[src/rtl/hazard_unit_md.sv]
// Hazard controller for the 5-stage RV32I pipeline: forwarding selects,
// load-use and branch flushes, and fixed-latency mul/div sequencing.
module hazard_unit_md #(
   parameter int MD_LAT = 4,
   parameter int CNT_W  = 4
) (
   input  logic        clk,
   input  logic        reset,
   input  logic [4:0]  Rs1D,
   input  logic [4:0]  Rs2D,
   input  logic [4:0]  Rs1E,
   input  logic [4:0]  Rs2E,
   input  logic [4:0]  RdE,
   input  logic [4:0]  RdM,
   input  logic [4:0]  RdW,
   input  logic        RegWriteM,
   input  logic        RegWriteW,
   input  logic        ResultSrcE0,
   input  logic        PCSrcE,
   input  logic        MulDivE,
   output logic        StallF,
   output logic        StallD,
   output logic        StallE,
   output logic        FlushD,
   output logic        FlushE,
   output logic        FlushM,
   output logic [1:0]  ForwardAE,
   output logic [1:0]  ForwardBE,
   output logic        MulDivDoneE,
   output logic [31:0] StallCycles
);

   typedef enum logic {IDLE, BUSY} state_t;

   state_t           state, state_nx;
   logic [CNT_W-1:0] cnt, cnt_nx;
   logic             lw_stall;
   logic             md_stall;
   logic             md_done;

   function automatic logic [1:0] fwd_sel(input logic [4:0] rs);
      if (RegWriteM && RdM != 5'd0 && RdM == rs)
         fwd_sel = 2'b10;
      else if (RegWriteW && RdW != 5'd0 && RdW == rs)
         fwd_sel = 2'b01;
      else
         fwd_sel = 2'b00;
   endfunction

   assign ForwardAE = fwd_sel(Rs1E);
   assign ForwardBE = fwd_sel(Rs2E);

   assign lw_stall = ResultSrcE0 && RdE != 5'd0
                     && (Rs1D == RdE || Rs2D == RdE);

   always_comb begin
      state_nx = state;
      cnt_nx   = cnt;
      md_stall = 1'b0;
      md_done  = 1'b0;
      unique case (state)
         IDLE: begin
            if (MulDivE) begin
               md_stall = 1'b1;
               state_nx = BUSY;
               cnt_nx   = CNT_W'(MD_LAT - 1);
            end
         end
         BUSY: begin
            cnt_nx = cnt - CNT_W'(1);
            if (cnt > CNT_W'(1)) begin
               md_stall = 1'b1;
            end else begin
               md_done  = 1'b1;
               state_nx = IDLE;
            end
         end
         default: state_nx = IDLE;
      endcase
      if (reset) begin
         state_nx = IDLE;
         cnt_nx   = '0;
      end
   end

   // Reset pins the pipeline open while flushing F/D and D/E.
   always_comb begin
      StallF      = 1'b0;
      StallD      = 1'b0;
      StallE      = 1'b0;
      FlushM      = 1'b0;
      MulDivDoneE = 1'b0;
      FlushD      = 1'b1;
      FlushE      = 1'b1;
      if (!reset) begin
         StallF      = lw_stall | md_stall;
         StallD      = lw_stall | md_stall;
         StallE      = md_stall;
         FlushM      = md_stall;
         MulDivDoneE = md_done;
         FlushD      = PCSrcE & ~md_stall;
         FlushE      = (lw_stall | PCSrcE) & ~md_stall;
      end
   end

   always_ff @(posedge clk) begin
      state <= state_nx;
      cnt   <= cnt_nx;
      if (reset)
         StallCycles <= 32'd0;
      else if (StallF)
         StallCycles <= StallCycles + 32'd1;
   end

endmodule

[config.mk]
export PLATFORM = sky130hd
export DESIGN_NAME = hazard_unit_md
export DESIGN_NICKNAME = d
export VERILOG_FILES = /design/src/rtl/hazard_unit_md.sv
export SDC_FILE = /design/constraint.sdc
export NUM_CORES = 1
export LEC_CHECK = 0
export ABC_CLOCK_PERIOD_IN_PS = 1800
export BUFFER_PORTS_ARGS = -buffer_cell sky130_fd_sc_hd__clkbuf_2
export CAP_MARGIN = 20
export CORE_MARGIN = 2
export CORE_UTILIZATION = 45
export CTS_CLUSTER_DIAMETER = 40
export CTS_CLUSTER_SIZE = 40
export DETAILED_ROUTE_END_ITERATION = 12
export PLACE_DENSITY_LB_ADDON = 0.2
export SYNTH_ARGS = -nofsm -noshare
export SYNTH_HDL_FRONTEND = slang
export SYNTH_SLANG_ARGS = --single-unit
export TNS_END_PERCENT = 20
[constraint.sdc]
create_clock -name clk -period 1.8 [get_ports clk]
set_input_delay 0.27 -clock clk [delete_from_list [all_inputs] [get_ports clk]]
set_output_delay 0.27 -clock clk [all_outputs]
set_load 0.005 [all_outputs]
After elaboration in Yosys (flattened, before gate mapping)
Cells that the tools add are included.
W data, S select, Z words.

cells by class
  $lt $le $gt $ge = 1
  $add $sub $neg = 2
  reduce and logical (&&, ||, !) cells = 12
  mux-type cells = 16
  bitwise operators = 6
  equal/unequal tests = 7

operator list
  kind                     number
  $add A32 B1 Y32 const B  1
  $eq A5 B5 Y1             6
  $reduce_bool A5 Y1       3
  $mux W1                  11
  $logic_and A1 B1 Y1      8
  $pmux W4 S2              1
  $gt A4 B1 Y1 const B     1
  $mux W2                  2
  $mux W4                  1
  $sub A4 B1 Y4 const B    1
  $and A1 B1 Y1            2
  $ne A2 B2 Y1 const B     1
  $not A1 Y1               2
  $or A1 B1 Y1             2
  $pmux W1 S2              1
  $logic_or A1 B1 Y1       1

storage, ports and cells
  bits in registers = 37
  output and inout port bits = 43

Depth between registers and ports, before layout
  word-level depth = 6
  gate-level depth with buffers = 10
  depth with buffers taken out = 8

Worst setup path after synthesis
No wires, ideal clock.

  path kind = input to output
  start point = input port RdE[1]
  end point = output port StallF
  arrival = 1700 ps
  path slack = -170 ps
  required time = 1530 ps
  stages = 7
  cells stage by stage = or4_1 > o21a_1 > a21boi_2 > buf_6 > buf_4 > nor2_1 > buf_4

on the way
  cells in the longest elaborated chain, start to end = 5
  elaborated cells on any way between the ends = 8
  classes of those cells = eq/ne: 2; mux: 1; bitwise: 1; reduce/logical: 4

RTL lines
  item                                                              line    RTL
  from (decl)                                                       13      input logic [4:0] RdE,
  $eq A5 B5 Y1 / $reduce_bool A5 Y1 (equally long branches)         54, 53
  $logic_or A1 B1 Y1 / $logic_and A1 B1 Y1 (equally long branches)  54, 53
  $logic_and A1 B1 Y1 *                                             54      && (Rs1D == RdE || Rs2D == RdE);
  $or A1 B1 Y1 *                                                    -
  $mux W1 *                                                         -
  to (decl)                                                         21      output logic StallF,

Mark *: on every way between the ends. The rest lies on a longest branch, timed or not.

Final worst setup path
  start point = register state
  end point = output port StallD

on the way
  cells in the longest elaborated chain, start to end = 4

RTL lines
  item                    line  RTL
  from (decl)             35    state_t state, state_nx;
  from (signal assigned)  107   state <= state_nx;
  $not A1 Y1              -
  $pmux W1 S2 *           61    unique case (state)
  $or A1 B1 Y1 *          97    StallD = lw_stall | md_stall;
  $mux W1 *               95    if (!reset) begin
  to (decl)               22    output logic StallD,

Marked as above.

==> results.yml <==
outcome:
  run_status: "finished, violations left"
  violations: "setup timing"
logic_synthesis:
  yosys_warnings: 0
  synth_area_per_cell_um2: 8.171
  ys_ff_latch: 37
  synthArstFlopShare_pct: 0
  syn_area_mm2: 0.002263
  synth_edf_count: 0
  ys_types: 40
  synth_ff_type: "dfxtp_1"
  syn-num-nets: 322
  syn_inst: 277
  seq_area_frac_synth_pct: 32.73
critical_path:
  slowest_delay_ns: 0.41
  cp.required_ns: 1.53
  reg2reg_depth: 8
  reg2reg_slack_ns: -0.19
  crit_chain: "nand2b_1 -> o32ai_4 -> a21boi_4 -> buf_12 -> nor2_4 -> clkbuf_2"
  crit_slowest_cell: "dfxtp_1"
  cp_max_fo: 3
  r2r_start: "cnt[0]"
  worst-setup-path-type: "reg2out"
  cp.arrival_ns: 1.74
  cp-end-kind: "primary output"
  startpoint_type: "register"
  reg2reg_to: "StallCycles[16]"
floorplanning:
  row_count: 25
  die_y_um: 74.92
  io_pins: 85
  start_util_pct: 47.29
  design.die.area_mm2: 0.005613
  core_area_mm2: 0.004786
  die_x_um: 74.92
min_path:
  worst_hold_path.endpoint: "cnt[1]"
  hold_path_class: "in2reg"
  min_path_cells: 3
  hp-start: "MulDivE"
clock_tree:
  insertion_delay_ns: 0.29
  cts.sinks: 37
  ctsHoldBuffers: 0
  cts_buffers: 5
  clk_pin_slew_worst_paths_ns: 0.07
  h-tree-depth: 2
  clockBufferDepth: 2
  cts_tree: "yes"
  clock-root-buffer: "clkbuf_8"
sta:
  tns_ns: -3.249
  skew_ns: 0.008315
  worst_pin_slew_ns: 0.3656
  max_slew_margin_pct: 75.63
  finalCritPeriodShare_pct: 111.6
  holdWs_ns: 0.3638
  fmax_mhz: 498.0
  final_max_slew_viol_count: 0
  fin_ws_ns: -0.2081
  hold_violations: 0
  period_minus_slack_ns: 2.008
  setup_viol: 32
  rsz0062_at_grt: "yes"
power_and_ir_drop:
  power_density_mw_per_mm2: 604.9
  p_int_mw: 1.572
  switching_share_pct: 26.53
  peakVddDrop_v: 0.0006542
  p_clk_share_pct: 35.4
  p_switching_uw: 567.5
  p_seq_share_pct: 40.5
  power.leakage_nw: 1.481
  combPwrFrac_pct: 24.1
  power.total_mw: 2.140
layout:
  drive_gt1_share_pct: 46.36
  n_antenna_cell: 0
  syn_to_final_growth_pct: 56.27
  fin_util_pct: 73.91
  final_area_mm2: 0.003537
  final_common_cell: "clkbuf_2"
  nets: 456
  final_cell_mix: "clkbuf_2, buf_4, dfxtp_1, o21ai_0, nand2_1"
job:
  maxCapViolCount: 0
grt:
  grt_usage_pct: 24.80
  grt_pass1_wl_um: 10880
  grt_start_max_net_pins: 28
  grt_overflow: 0
  antenna_found_initial: 0
  grt_pass1_vias: 2482
placed_design:
  dp_hpwl_um: 4625
  io_buffers: 84
  placed_area_mm2: 0.003049
  place_congestion: 0.8383
route:
  drc: 0
  first_iter_violations: 103
  ant_nets: 0
  vias_per_cell: 5.397
  num_vias: 2585
  finalWirelength_um: 6962
  wl_per_cell_um: 14.53
  firstDrtPassIters: 4
## worst max-delay path by stage
stage | start | endpoint | slack, ns | cells past startpoint
global placement | RdM[1] | ForwardBE[0] | -0.14 | 6
CTS | cnt[1] | StallD | -0.23 | 8
global route | state | StallD | -0.32 | 6
detailed placement | RdE[3] | StallCycles[27] | -0.22 | 8
finish | state | StallD | -0.21 | 6
floorplan | RdE[1] | StallF | -0.11 | 7
## what timing repair did
item                       4_1_cts  5_1_grt
setup endpoints to repair       19       42
setup buffers                    9        3
cloned                           3        0
resized for setup               18       27
pin swaps                       33        8
## kinds of logic after synthesis
family	Yosys count	share of synthesized area (%)
compound gates	75	19.24
buf+inv	20	5.086
xor+xnor	32	12.38
simple gates	108	28.03
fa+ha+maj	3	1.659
mux	2	0.8845
flops	37	32.73
## metrics by stage
stage / setup slack [ns] / instances
2_1_floorplan: -0.1098 / 277
3_3_place_gp: -0.1395 / 457
3_5_place_dp: -0.2222 / 457
4_1_cts: -0.2350 / 477
5_1_grt: -0.3161 / 479
6_report: -0.2081 / 479
## synth_stat cells (2+ instances only)
| master | number | share of area [%] |
|---|---|---|
| or4b_1 | 2 | 0.88 |
| xor2_1 | 16 | 6.2 |
| nor3_1 | 4 | 0.88 |
| nand2_1 | 22 | 3.6 |
| buf_6 | 2 | 0.99 |
| a21oi_1 | 33 | 7.3 |
| or4_1 | 12 | 4.0 |
| buf_2 | 2 | 0.44 |
| or3_1 | 20 | 5.5 |
| xnor2_1 | 16 | 6.2 |
| ha_1 | 3 | 1.7 |
| dfxtp_1 | 37 | 33 |
| nand3_1 | 10 | 2.2 |
| and3_1 | 4 | 1.1 |
| a211oi_1 | 2 | 0.66 |
| nor2_1 | 11 | 1.8 |
| o21ai_0 | 25 | 5.5 |
| o31ai_1 | 8 | 2.7 |
| and4_1 | 3 | 1.2 |
| mux2i_1 | 2 | 0.88 |
| inv_1 | 5 | 0.83 |
| nor4_1 | 6 | 1.7 |
| a21o_1 | 3 | 0.99 |
| clkbuf_1 | 5 | 0.83 |
| nand4_1 | 6 | 1.7 |
| buf_4 | 4 | 1.3 |
## final cells by class
| type | instances | area, um^2 |
|---|---|---|
| multi-input cells | 220 | 1599 |
| fillers | 351 | 1249 |
| repair buffers | 142 | 968.4 |
| flip-flops and latches | 37 | 745.7 |
| clock buffers | 7 | 86.33 |
| well taps | 67 | 83.83 |
| clock inverters | 1 | 30.03 |
| inverters | 5 | 23.77 |
## flip-flops by register name (all words and copies together), names as in the netlist
| signal | cells |
|---|---|
| StallCycles | 32 |
| cnt | 4 |
| state | 1 |
## routing by layer
| layer | track usage, % | up-vias | share of wire [%] |
|---|---|---|---|
| met5 | 0 | - | 0 |
| met3 | 4.685 | 14 | 3.6 |
| met4 | 5.357 | 0 | 1.3 |
| li1 | - | 1292 | - |
| met2 | 44.74 | 79 | 53 |
| met1 | 30.59 | 1200 | 42 |
## power groups by stage
stage | Clock, mW | Combinational [mW] | Sequential (mW)
2_1_floorplan | 0 | 0.220 | 0.879
3_3_place_gp | 0 | 0.366 | 0.879
3_5_place_dp | 0 | 0.376 | 0.880
4_1_cts | 0.757 | 0.504 | 0.864
5_1_grt | 0.804 | 0.556 | 0.870
6_report | 0.757 | 0.516 | 0.867
## critical path: cells and delay by family (launching register included)
| kind | cells | cell delay [ns] |
|---|---|---|
| compound gates | 2 | 0.62 |
| buf+inv | 2 | 0.25 |
| flops | 1 | 0.41 |
| simple gates | 2 | 0.17 |
(Power assumes the default switching activity.)
